--- src/rtl/gpio_pkg.sv ---
// rtl/gpio_pkg.sv - shared defaults and filter action type for the GPIO input debounce
package gpio_pkg;

   localparam int GPIO_N_GPIOS = 8;
   localparam int GPIO_CNT_W   = 16;
   localparam logic [GPIO_CNT_W-1:0] GPIO_DEBOUNCE_DEF = 16'd4;

   // What a channel does with its counter and level on the next edge
   typedef enum logic [1:0] {
      ACT_HOLD   = 2'd0,
      ACT_COUNT  = 2'd1,
      ACT_COMMIT = 2'd2
   } filt_act_e;

endpackage

--- src/rtl/gpio_debounce_ch.sv ---
// rtl/gpio_debounce_ch.sv - single-pin 2-FF synchronizer, stability counter and val/chg registers
module gpio_debounce_ch
   import gpio_pkg::*;
#(
   parameter int CNT_W = GPIO_CNT_W
) (
   input  logic             clk_i,
   input  logic             rst_i,
   input  logic             pin_i,
   input  logic             en_i,
   input  logic [CNT_W-1:0] thresh_i,
   output logic             val_o,
   output logic             chg_o
);

   localparam logic [CNT_W-1:0] ONE = {{(CNT_W-1){1'b0}}, 1'b1};

   logic             sync1_q;
   logic             sync2_q;
   logic             val_q;
   logic             chg_q;
   logic [CNT_W-1:0] cnt_q;
   logic [CNT_W-1:0] th_m1;
   filt_act_e        act;

   // thresh_i of 0 behaves as 1, so the commit point is max(thresh_i,1)-1
   always_comb begin
      th_m1 = '0;
      if (thresh_i != '0) begin
         th_m1 = thresh_i - ONE;
      end
   end

   always_comb begin
      act = ACT_HOLD;
      if (!en_i) begin
         if (sync2_q != val_q) begin
            act = ACT_COMMIT;
         end
      end else if (sync2_q != val_q) begin
         // >= lets a lowered threshold commit immediately on a long-running count
         if (cnt_q >= th_m1) begin
            act = ACT_COMMIT;
         end else begin
            act = ACT_COUNT;
         end
      end
   end

   always_ff @(posedge clk_i or posedge rst_i) begin
      if (rst_i) begin
         sync1_q <= 1'b0;
         sync2_q <= 1'b0;
         val_q   <= 1'b0;
         chg_q   <= 1'b0;
         cnt_q   <= '0;
      end else begin
         sync1_q <= pin_i;
         sync2_q <= sync1_q;
         case (act)
            ACT_COUNT: begin
               cnt_q <= cnt_q + ONE;
               chg_q <= 1'b0;
            end
            ACT_COMMIT: begin
               val_q <= sync2_q;
               cnt_q <= '0;
               chg_q <= 1'b1;
            end
            default: begin
               cnt_q <= '0;
               chg_q <= 1'b0;
            end
         endcase
      end
   end

   assign val_o = val_q;
   assign chg_o = chg_q;

endmodule

--- src/rtl/gpio_debounce.sv ---
// rtl/gpio_debounce.sv - per-pin input conditioning ahead of the GPIO val_i input
module gpio_debounce
   import gpio_pkg::*;
#(
   parameter int N_GPIOS = GPIO_N_GPIOS,
   parameter int CNT_W   = GPIO_CNT_W
) (
   input  logic               clk_i,
   input  logic               rst_i,
   input  logic [N_GPIOS-1:0] pin_i,
   input  logic [N_GPIOS-1:0] en_i,
   input  logic [CNT_W-1:0]   thresh_i,
   output logic [N_GPIOS-1:0] val_o,
   output logic [N_GPIOS-1:0] chg_o
);

   // Threshold is shared; every channel filters independently
   for (genvar g = 0; g < N_GPIOS; g++) begin : g_ch
      gpio_debounce_ch #(
         .CNT_W (CNT_W)
      ) u_ch (
         .clk_i    (clk_i),
         .rst_i    (rst_i),
         .pin_i    (pin_i[g]),
         .en_i     (en_i[g]),
         .thresh_i (thresh_i),
         .val_o    (val_o[g]),
         .chg_o    (chg_o[g])
      );
   end

endmodule

--- config.mk ---
export PLATFORM = sky130hd
export DESIGN_NAME = gpio_debounce
export DESIGN_NICKNAME = d
export VERILOG_FILES = /design/src/rtl/gpio_pkg.sv /design/src/rtl/gpio_debounce_ch.sv /design/src/rtl/gpio_debounce.sv
export SDC_FILE = /design/constraint.sdc
export NUM_CORES = 1
export LEC_CHECK = 0
export ABC_CLOCK_PERIOD_IN_PS = 5000
export BUFFER_PORTS_ARGS = -buffer_cell sky130_fd_sc_hd__buf_2
export CAP_MARGIN = 5
export CORE_UTILIZATION = 30
export CTS_CLUSTER_DIAMETER = 30
export DETAILED_ROUTE_END_ITERATION = 12
export GPL_TIMING_DRIVEN = 0
export PLACE_DENSITY = 0.48
export SLEW_MARGIN = 20
export SYNTH_ARGS = -nofsm -noshare
export SYNTH_HDL_FRONTEND = slang
export SYNTH_SLANG_ARGS = --single-unit
--- constraint.sdc ---
create_clock -name clk_i -period 5 [get_ports clk_i]
set_input_delay 0.25 -clock clk_i [delete_from_list [all_inputs] [get_ports clk_i]]
set_output_delay 0.25 -clock clk_i [all_outputs]
set_load 0.1 [all_outputs]
==> reports/results.txt, run 1 <==
Largest buffer count on any clock path: 2
Fill cell total of the finished layout: 3375
Most congested layer reported by global routing: met2
Type of the most critical hold path: in -> reg
IO Pins: 50
Detailed Route Iter0 Violations: 376
Placeable core region: 32500 um2
Maximum number of pins on one net before global-route repair: 83
Max Freq: 252 MHz
Post-synthesis to final-layout area growth: 15.1%
Die area: 33800 um2
Number of instances resized during post-cts repair: 0
Syn. warnings: 0
Mean Syn Cell Area: 9.63 um2
Worst setup path category: in -> reg
Clock tree sinks: 160
Pleak: 5.34 nW
Clock-pin slew reported for the worst setup and hold paths after clock tree synthesis: 70 ps
Buffers inserted by post-CTS timing repair: 0
Crit path cell chain: buf_2 > nor4_1 > nand4_1 > buf_2 > nand2_1 > ha_1 > nand4_1 > nor2_1 > a211o_1 > nor3_1 > a21boi_1 > mux2_1
Share of synthesized flip-flops with an asynchronous set or reset: 100%
Placed Cells incl. Taps: 1525
Max stage delay cell, worst path: sky130_fd_sc_hd__nor4_1
Met3 track demand over resource: 2.54%
Sequential cell area: 4000 um2
Hold-fix buffers at CTS: 9
Most instantiated library cell after synthesis: sky130_fd_sc_hd__nor2_1
Antenna violations before repair: 0
CTS H-tree depth: 4
Antenna-violating nets left: 0
Worst-case vdd ir drop: 0.239 mV
Wire per inst: 15.2 um
Kind of end point of the critical path: flip-flop
Most frequent cells after synthesis: sky130_fd_sc_hd__nor2_1 (173), sky130_fd_sc_hd__dfrtp_1 (160), sky130_fd_sc_hd__ha_1 (138)
First-pass iteration count of the detailed router: 4
Final setup violation count: 0
Total count of max-transition violations in the final report: 0
Number of nets in the layout: 1283
CTS root buf: sky130_fd_sc_hd__clkbuf_16
First-pass GRT wire length: 39300 um
Finished Layout Cells: 1566
Post-route total power: 3.06 mW
Post-synth cell types: 52
Number of violations of the max-capacitance limit: 0
Cell taking the most area after synthesis: sky130_fd_sc_hd__dfrtp_1
Biggest fanout along the worst timing path: 10
Post-synth EDFFs: 0
Minimum clock period: 3970 ps
# DRC: 0
Fraction of final layout cells sized beyond drive strength 1: 11.1%
Initial core utilization: 30.5%
Netlist area before placement: 9930 um2
CTS tree: done
Die span in y: 184 um
Area taken by multi-input logic gates: 5650 um2
Post-synthesis cell count: 1032
GRT met2 Usage: 25.2%
Diode count: 0
Post-placement setup slack: 699 ps
Number of hold violations in the final report: 0
Post-route setup slack: 1030 ps
Via count of the first global-routing pass: 7467
Data arrival at the endpoint of the critical path: 4290 ps
Overall routed net length: 23700 um
Gp weighted congestion: 0.800
Number of register bits inferred by synthesis: 160
Sequential-to-total area share from yosys stat: 40.3%
Critical Path RT: 5320 ps
GR Overflow Total: 0
Outcome: completed
Setup repair after global routing missed its margin: no
Area fraction of the dominant cell type after synthesis: 40.3%
Biggest cell delay along the critical path: 720 ps
Die width: 184 um
Via density: 4.69
Total power per unit cell area: 268 nW/um2
Port buffer count: 49
Vias after detailed routing: 7339
Fraction of the cycle the final worst path needs: 79.4%
Total clock buffers created by CTS: 17
Synthesized Nets: 1204
Worst Tran Pin Value: 810 ps
Met1 track utilization from global routing: 20.4%
Total global-route track usage: 15.2%
Final Skew: 8.63 ps
Area contributors post-synth: sky130_fd_sc_hd__dfrtp_1 (40%), sky130_fd_sc_hd__ha_1 (17%), sky130_fd_sc_hd__xor2_1 (7.4%), sky130_fd_sc_hd__nor2_1 (6.5%), sky130_fd_sc_hd__xnor2_1 (4.2%)
CP startpoint kind: input port
Clock insertion delay at the later pin of the skew report: 440 ps
Worst-case headroom to the max-slew limit: 45.5%
Top FF cell, synth: sky130_fd_sc_hd__dfrtp_1
Final cell utilization of the core: 35.1%
Worst reg-to-reg setup slack: 2590 ps
Row Count: 66
HPWL Detailed: 16500 um
-- power by group --
| part | internal [mW] | leakage (nW) | switching, mW | total (mW) |
|---|---|---|---|---|
| sequential | 1.32 | 2.16 | 0.0250 | 1.35 |
| combinational | 0.127 | 2.90 | 0.301 | 0.428 |
| clock | 0.692 | 0.276 | 0.589 | 1.28 |
-- worst max-delay path: cells and delay by family --
kind                     cells  cell delay (ps)
multiplexers                 1              340
AND/OR/NAND/NOR              6             2330
adder cells (fa/ha/maj)      1              380
buffers and inverters        2              450
AO/OA/AOI/OAI                2              520
-- cell type report --
type / count / share of cell area, %
clock inverter: 15 / 1.20
tap: 442 / 4.84
inverter: 23 / 0.821
multi-input combinational: 820 / 49.4
clock buffer: 17 / 3.72
timing repair buffer: 60 / 3.27
sequential: 160 / 35.0
buffer: 29 / 1.75
-- layer usage --
| layer | routed length (um) | vias to the layer above |
|---|---|---|
| met5 | 0 | - |
| met4 | 223 | 0 |
| met3 | 518 | 15 |
| met2 | 11100 | 71 |
| met1 | 11900 | 3527 |
| li1 | - | 3726 |
-- cell usage in the layout, fill, tap and decap left out, types with 3 or more instances in the layout --
cell type / instances
sky130_fd_sc_hd__dlygate4sd3_1: 9
sky130_fd_sc_hd__clkbuf_16: 17
sky130_fd_sc_hd__inv_1: 22
sky130_fd_sc_hd__and4_1: 4
sky130_fd_sc_hd__nand2_1: 92
sky130_fd_sc_hd__nand3_1: 62
sky130_fd_sc_hd__xor2_1: 84
sky130_fd_sc_hd__clkinv_2: 4
sky130_fd_sc_hd__dfrtp_1: 160
sky130_fd_sc_hd__nand2b_1: 5
sky130_fd_sc_hd__nor2b_1: 7
sky130_fd_sc_hd__buf_2: 56
sky130_fd_sc_hd__clkinv_4: 4
sky130_fd_sc_hd__o311ai_1: 3
sky130_fd_sc_hd__ha_1: 138
sky130_fd_sc_hd__buf_4: 17
sky130_fd_sc_hd__o311ai_0: 3
sky130_fd_sc_hd__nor3b_1: 3
sky130_fd_sc_hd__nand4_1: 22
sky130_fd_sc_hd__a21o_1: 3
sky130_fd_sc_hd__o2111ai_1: 3
sky130_fd_sc_hd__a211oi_1: 4
sky130_fd_sc_hd__inv_6: 3
sky130_fd_sc_hd__o211ai_1: 6
sky130_fd_sc_hd__o21ai_0: 19
sky130_fd_sc_hd__nor3_1: 14
sky130_fd_sc_hd__mux2_2: 6
sky130_fd_sc_hd__and2_1: 9
sky130_fd_sc_hd__and3_1: 35
sky130_fd_sc_hd__xnor2_1: 48
sky130_fd_sc_hd__nor2_1: 173
sky130_fd_sc_hd__clkbuf_1: 3
sky130_fd_sc_hd__a21oi_1: 45
sky130_fd_sc_hd__nor4_1: 5
-- worst paths after layout --
path / start / cells past startpoint / endpoint
hold reg to reg: g_ch[6].u_ch.sync1_q / 0 / g_ch[6].u_ch.sync2_q
setup reg to reg: g_ch[6].u_ch.cnt_q[7] / 7 / g_ch[6].u_ch.val_o
setup / recovery: thresh_i[5] / 12 / g_ch[6].u_ch.val_o
max in group asynchronous: rst_i / 4 / g_ch[3].u_ch.cnt_q[14]
min in group asynchronous: rst_i / 3 / g_ch[0].u_ch.sync1_q
hold / removal: en_i[1] / 4 / g_ch[1].u_ch.chg_o
-- cell families after synthesis --
logic type / after synthesis / share of synthesized area, %
and+or+nand+nor: 442 / 20.8
AOI/OAI and AO/OA: 101 / 6.17
xor gates and xnor gates: 132 / 11.6
DFF: 160 / 40.3
buffers and inverters: 52 / 2.88
muxes: 7 / 0.793
adders and majority gates: 138 / 17.4
-- metrics by stage --
step | setup TNS (ps) | cell area, um2 | hold WS [ps]
floorplan | 0 | 9930 | 281
global placement | -297490 | 10700 | 331
detailed placement | 0 | 10800 | 335
CTS | 0 | 11400 | 289
global route | 0 | 11400 | 313
finish | 0 | 11400 | 306
-- flip-flops by register name (all words and copies together), names as in the netlist --
name / count
g_ch.u_ch.cnt_q: 128
g_ch.u_ch.val_o: 8
g_ch.u_ch.chg_o: 8
g_ch.u_ch.sync2_q: 8
g_ch.u_ch.sync1_q: 8
(Power assumes the default switching activity.)
==> run 2: changes to the inputs <==
--- a/config.mk
+++ b/config.mk
@@ -5,14 +5,14 @@
 export SDC_FILE = /design/constraint.sdc
 export NUM_CORES = 1
 export LEC_CHECK = 0
-export ABC_CLOCK_PERIOD_IN_PS = 5000
+export ABC_CLOCK_PERIOD_IN_PS = 3200
 export BUFFER_PORTS_ARGS = -buffer_cell sky130_fd_sc_hd__buf_2
 export CAP_MARGIN = 5
 export CORE_UTILIZATION = 30
 export CTS_CLUSTER_DIAMETER = 30
 export DETAILED_ROUTE_END_ITERATION = 12
 export GPL_TIMING_DRIVEN = 0
-export PLACE_DENSITY = 0.48
+export PLACE_DENSITY = 0.49
 export SLEW_MARGIN = 20
 export SYNTH_ARGS = -nofsm -noshare
 export SYNTH_HDL_FRONTEND = slang
==> constraint.sdc (replaced) <==
create_clock -name clk_i -period 3.2 [get_ports clk_i]
set_input_delay 0.16 -clock clk_i [delete_from_list [all_inputs] [get_ports clk_i]]
set_output_delay 0.16 -clock clk_i [all_outputs]
set_load 0.1 [all_outputs]
==> reports/results.txt, run 2 (same netlist as run 1, synthesis figures left out) <==
Outcome: completed
Port buffer count: 49 (unchanged)
Die width: 184 um (unchanged)
Max stage delay cell, worst path: sky130_fd_sc_hd__or4_4
Biggest fanout along the worst timing path: 10 (unchanged)
# DRC: 0 (unchanged)
Post-route total power: 4.93 mW (+61%)
Number of nets in the layout: 1306 (+1.8%)
Antenna-violating nets left: 0 (unchanged)
Area taken by multi-input logic gates: 5950 um2 (+5.3%)
Total power per unit cell area: 410 nW/um2 (+53%)
Data arrival at the endpoint of the critical path: 3420 ps (-870 ps)
Biggest cell delay along the critical path: 580 ps (-140 ps)
Die span in y: 184 um (unchanged)
Most frequent standard cell in the layout excluding fill and tap cells: sky130_fd_sc_hd__nor2_1
Fraction of the cycle the final worst path needs: 96.4%
Overall routed net length: 24000 um (+1.0%)
Hold Crit Endpoint: g_ch[1].u_ch.chg_o
CTS tree: done
Post-placement setup slack: -1110 ps (-1810 ps)
First-pass GRT wire length: 39300 um (-0.19%)
Min-Delay Path Depth: 4 (unchanged)
Row Count: 66 (unchanged)
Worst-case headroom to the max-slew limit: 57.2% (+12 points)
Most congested layer reported by global routing: met2
Placeable core region: 32500 um2 (unchanged)
Post-synthesis to final-layout area growth: 20.9%
CTS root buf: sky130_fd_sc_hd__clkbuf_16
Worst-case vdd ir drop: 0.375 mV (+57%)
Worst reg-to-reg setup slack: 940 ps (-1650 ps)
Number of hold violations in the final report: 0 (unchanged)
GR Overflow Total: 0 (unchanged)
Vias after detailed routing: 7435 (+1.3%)
GRT met2 Usage: 25.2% (-0.045 points)
Total count of max-transition violations in the final report: 0 (unchanged)
CTS H-tree depth: 4 (unchanged)
Worst R2R Start: g_ch[6].u_ch.cnt_q[7]
Crit path cell chain: buf_2 > or4_4 > nor3_4 > nand2_2 > nor4_4 > xor2_2 > nand2_4 > buf_12 > ha_1 > nand4_1 > or3_4 > nor4_4 > nor2_1 > nand2_2 > buf_6 > nor2_1
Total clock buffers created by CTS: 17 (unchanged)
Via density: 4.68 (-0.16%)
Clock tree sinks: 160 (unchanged)
Pleak: 5.56 nW (+4.1%)
Path depth of the worst reg2reg path: 7 (unchanged)
Register ranked first by flip-flop count: g_ch.u_ch.cnt_q
Met3 track demand over resource: 2.60% (+0.059 points)
Wire per inst: 15.1 um (-0.43%)
Final setup violation count: 0 (unchanged)
Detailed Route Iter0 Violations: 335 (-11%)
Total global-route track usage: 15.2% (+0.018 points)
Gp weighted congestion: 0.773 (-3.4%)
Final Skew: 14.1 ps (+5.44 ps)
Clock-pin slew reported for the worst setup and hold paths after clock tree synthesis: 70 ps (about the same)
Die area: 33800 um2 (unchanged)
Number of violations of the max-capacitance limit: 0 (unchanged)
First-pass iteration count of the detailed router: 4 (unchanged)
Clock insertion delay at the later pin of the skew report: 440 ps (about the same)
Minimum clock period: 3080 ps
Type of the most critical hold path: in -> reg
Startpoint of the lowest-slack hold path: en_i[1]
Antenna violations before repair: 1 (+1)
Sequential cell area: 4000 um2 (unchanged)
Kind of end point of the critical path: flip-flop
Met1 track utilization from global routing: 20.0% (-0.46 points)
CP startpoint kind: input port
Top library cells by usage in the layout, fill and taps aside: sky130_fd_sc_hd__nor2_1 (172), sky130_fd_sc_hd__dfrtp_1 (160), sky130_fd_sc_hd__ha_1 (136)
Critical Path RT: 3540 ps (-1780 ps)
Max Freq: 324 MHz
Worst r2r dst: g_ch[6].u_ch.val_o
Number of flip-flops under the largest register name: 128 (unchanged)
Initial core utilization: 30.5% (unchanged)
Worst setup path category: in -> reg
Fill cell total of the finished layout: 3354 (-0.62%)
Worst Tran Pin Value: 641 ps (-169 ps)
IO Pins: 50 (unchanged)
Fraction of final layout cells sized beyond drive strength 1: 16.3% (+5.2 points)
Maximum number of pins on one net before global-route repair: 31 (-63%)
Largest buffer count on any clock path: 2 (unchanged)
Diode count: 0 (unchanged)
Post-route setup slack: 116 ps (-912 ps)
Via count of the first global-routing pass: 7366 (-1.4%)
HPWL Detailed: 16900 um (+2.7%)
-- run 2: cell count changes in the layout (fill, tap and decap cells not counted), moves of 3 or more --
cell / before / now
sky130_fd_sc_hd__buf_2: 56 / 52
sky130_fd_sc_hd__nor4_1: 5 / 0
sky130_fd_sc_hd__nand2_4: 0 / 10
sky130_fd_sc_hd__nor3_2: 0 / 3
sky130_fd_sc_hd__nor3_1: 14 / 10
sky130_fd_sc_hd__nor4_4: 1 / 5
sky130_fd_sc_hd__nand2_1: 92 / 79
sky130_fd_sc_hd__buf_12: 0 / 5
sky130_fd_sc_hd__buf_4: 17 / 36
sky130_fd_sc_hd__nand2_2: 2 / 5
-- run 2: timing repair --
item                                    CTS  global route
pin swaps                                11            10
gates resized for setup                  47            21
hold buffers                              9             0
hold endpoints to repair                 33             0
buffers inserted                          5            14
endpoints found under the setup margin  143           100
-- run 2: critical path: cells and delay by family --
kind	cells	cell delay, ps
buffers and inverters	3	480
XOR/XNOR	1	210
adder cells (fa/ha/maj)	1	290
AND/OR/NAND/NOR	11	2260
-- run 2: worst max path at each step --
stage,startpoint,endpoint,cells past startpoint
3_5_place_dp,thresh_i[3],g_ch[3].u_ch.cnt_q[13],15
6_report,thresh_i[2],g_ch[2].u_ch.cnt_q[10],16
2_1_floorplan,thresh_i[3],g_ch[6].u_ch.val_o,10
4_1_cts,thresh_i[2],g_ch[6].u_ch.val_o,14
3_3_place_gp,thresh_i[3],g_ch[6].u_ch.val_o,11
5_1_grt,thresh_i[2],g_ch[6].u_ch.cnt_q[12],15
-- run 2: area by class of cell --
cell class | count | share of cell area (%)
multi-input combinational | 820 | 49.5
buffer | 29 | 1.81
clock buffer | 20 | 3.80
timing repair buffer | 83 | 5.07
clock inverter | 12 | 1.11
tap | 442 | 4.60
inverter | 23 | 0.750
sequential | 160 | 33.3
-- run 2: through the flow --
step | cells | util [%] | cell area, um2 | setup TNS (ps) | hold WS [ps]
2_1_floorplan | 1032 | - | 9940 | 0 | 191
3_3_place_gp | 1523 | 33.0 | 10700 | -213830 | 269
3_5_place_dp | 1529 | 33.4 | 10900 | -122980 | 269
4_1_cts | 1575 | 36.2 | 11800 | 0 | 198
5_1_grt | 1589 | 36.9 | 12000 | -259 | 242
6_report | 1589 | 36.9 | 12000 | 0 | 206
-- run 2: per-layer routing --
| layer | wire length, um | vias up |
|---|---|---|
| met5 | 0 | - |
| met1 | 11500 | 3548 |
| met4 | 405 | 0 |
| met2 | 11300 | 84 |
| met3 | 759 | 24 |
| li1 | - | 3779 |
-- run 2: where the power goes --
part / internal, mW / switching [mW]
clock network: 1.19 / 0.884
registers: 2.07 / 0.0400
logic: 0.248 / 0.494
total: 3.51 / 1.42
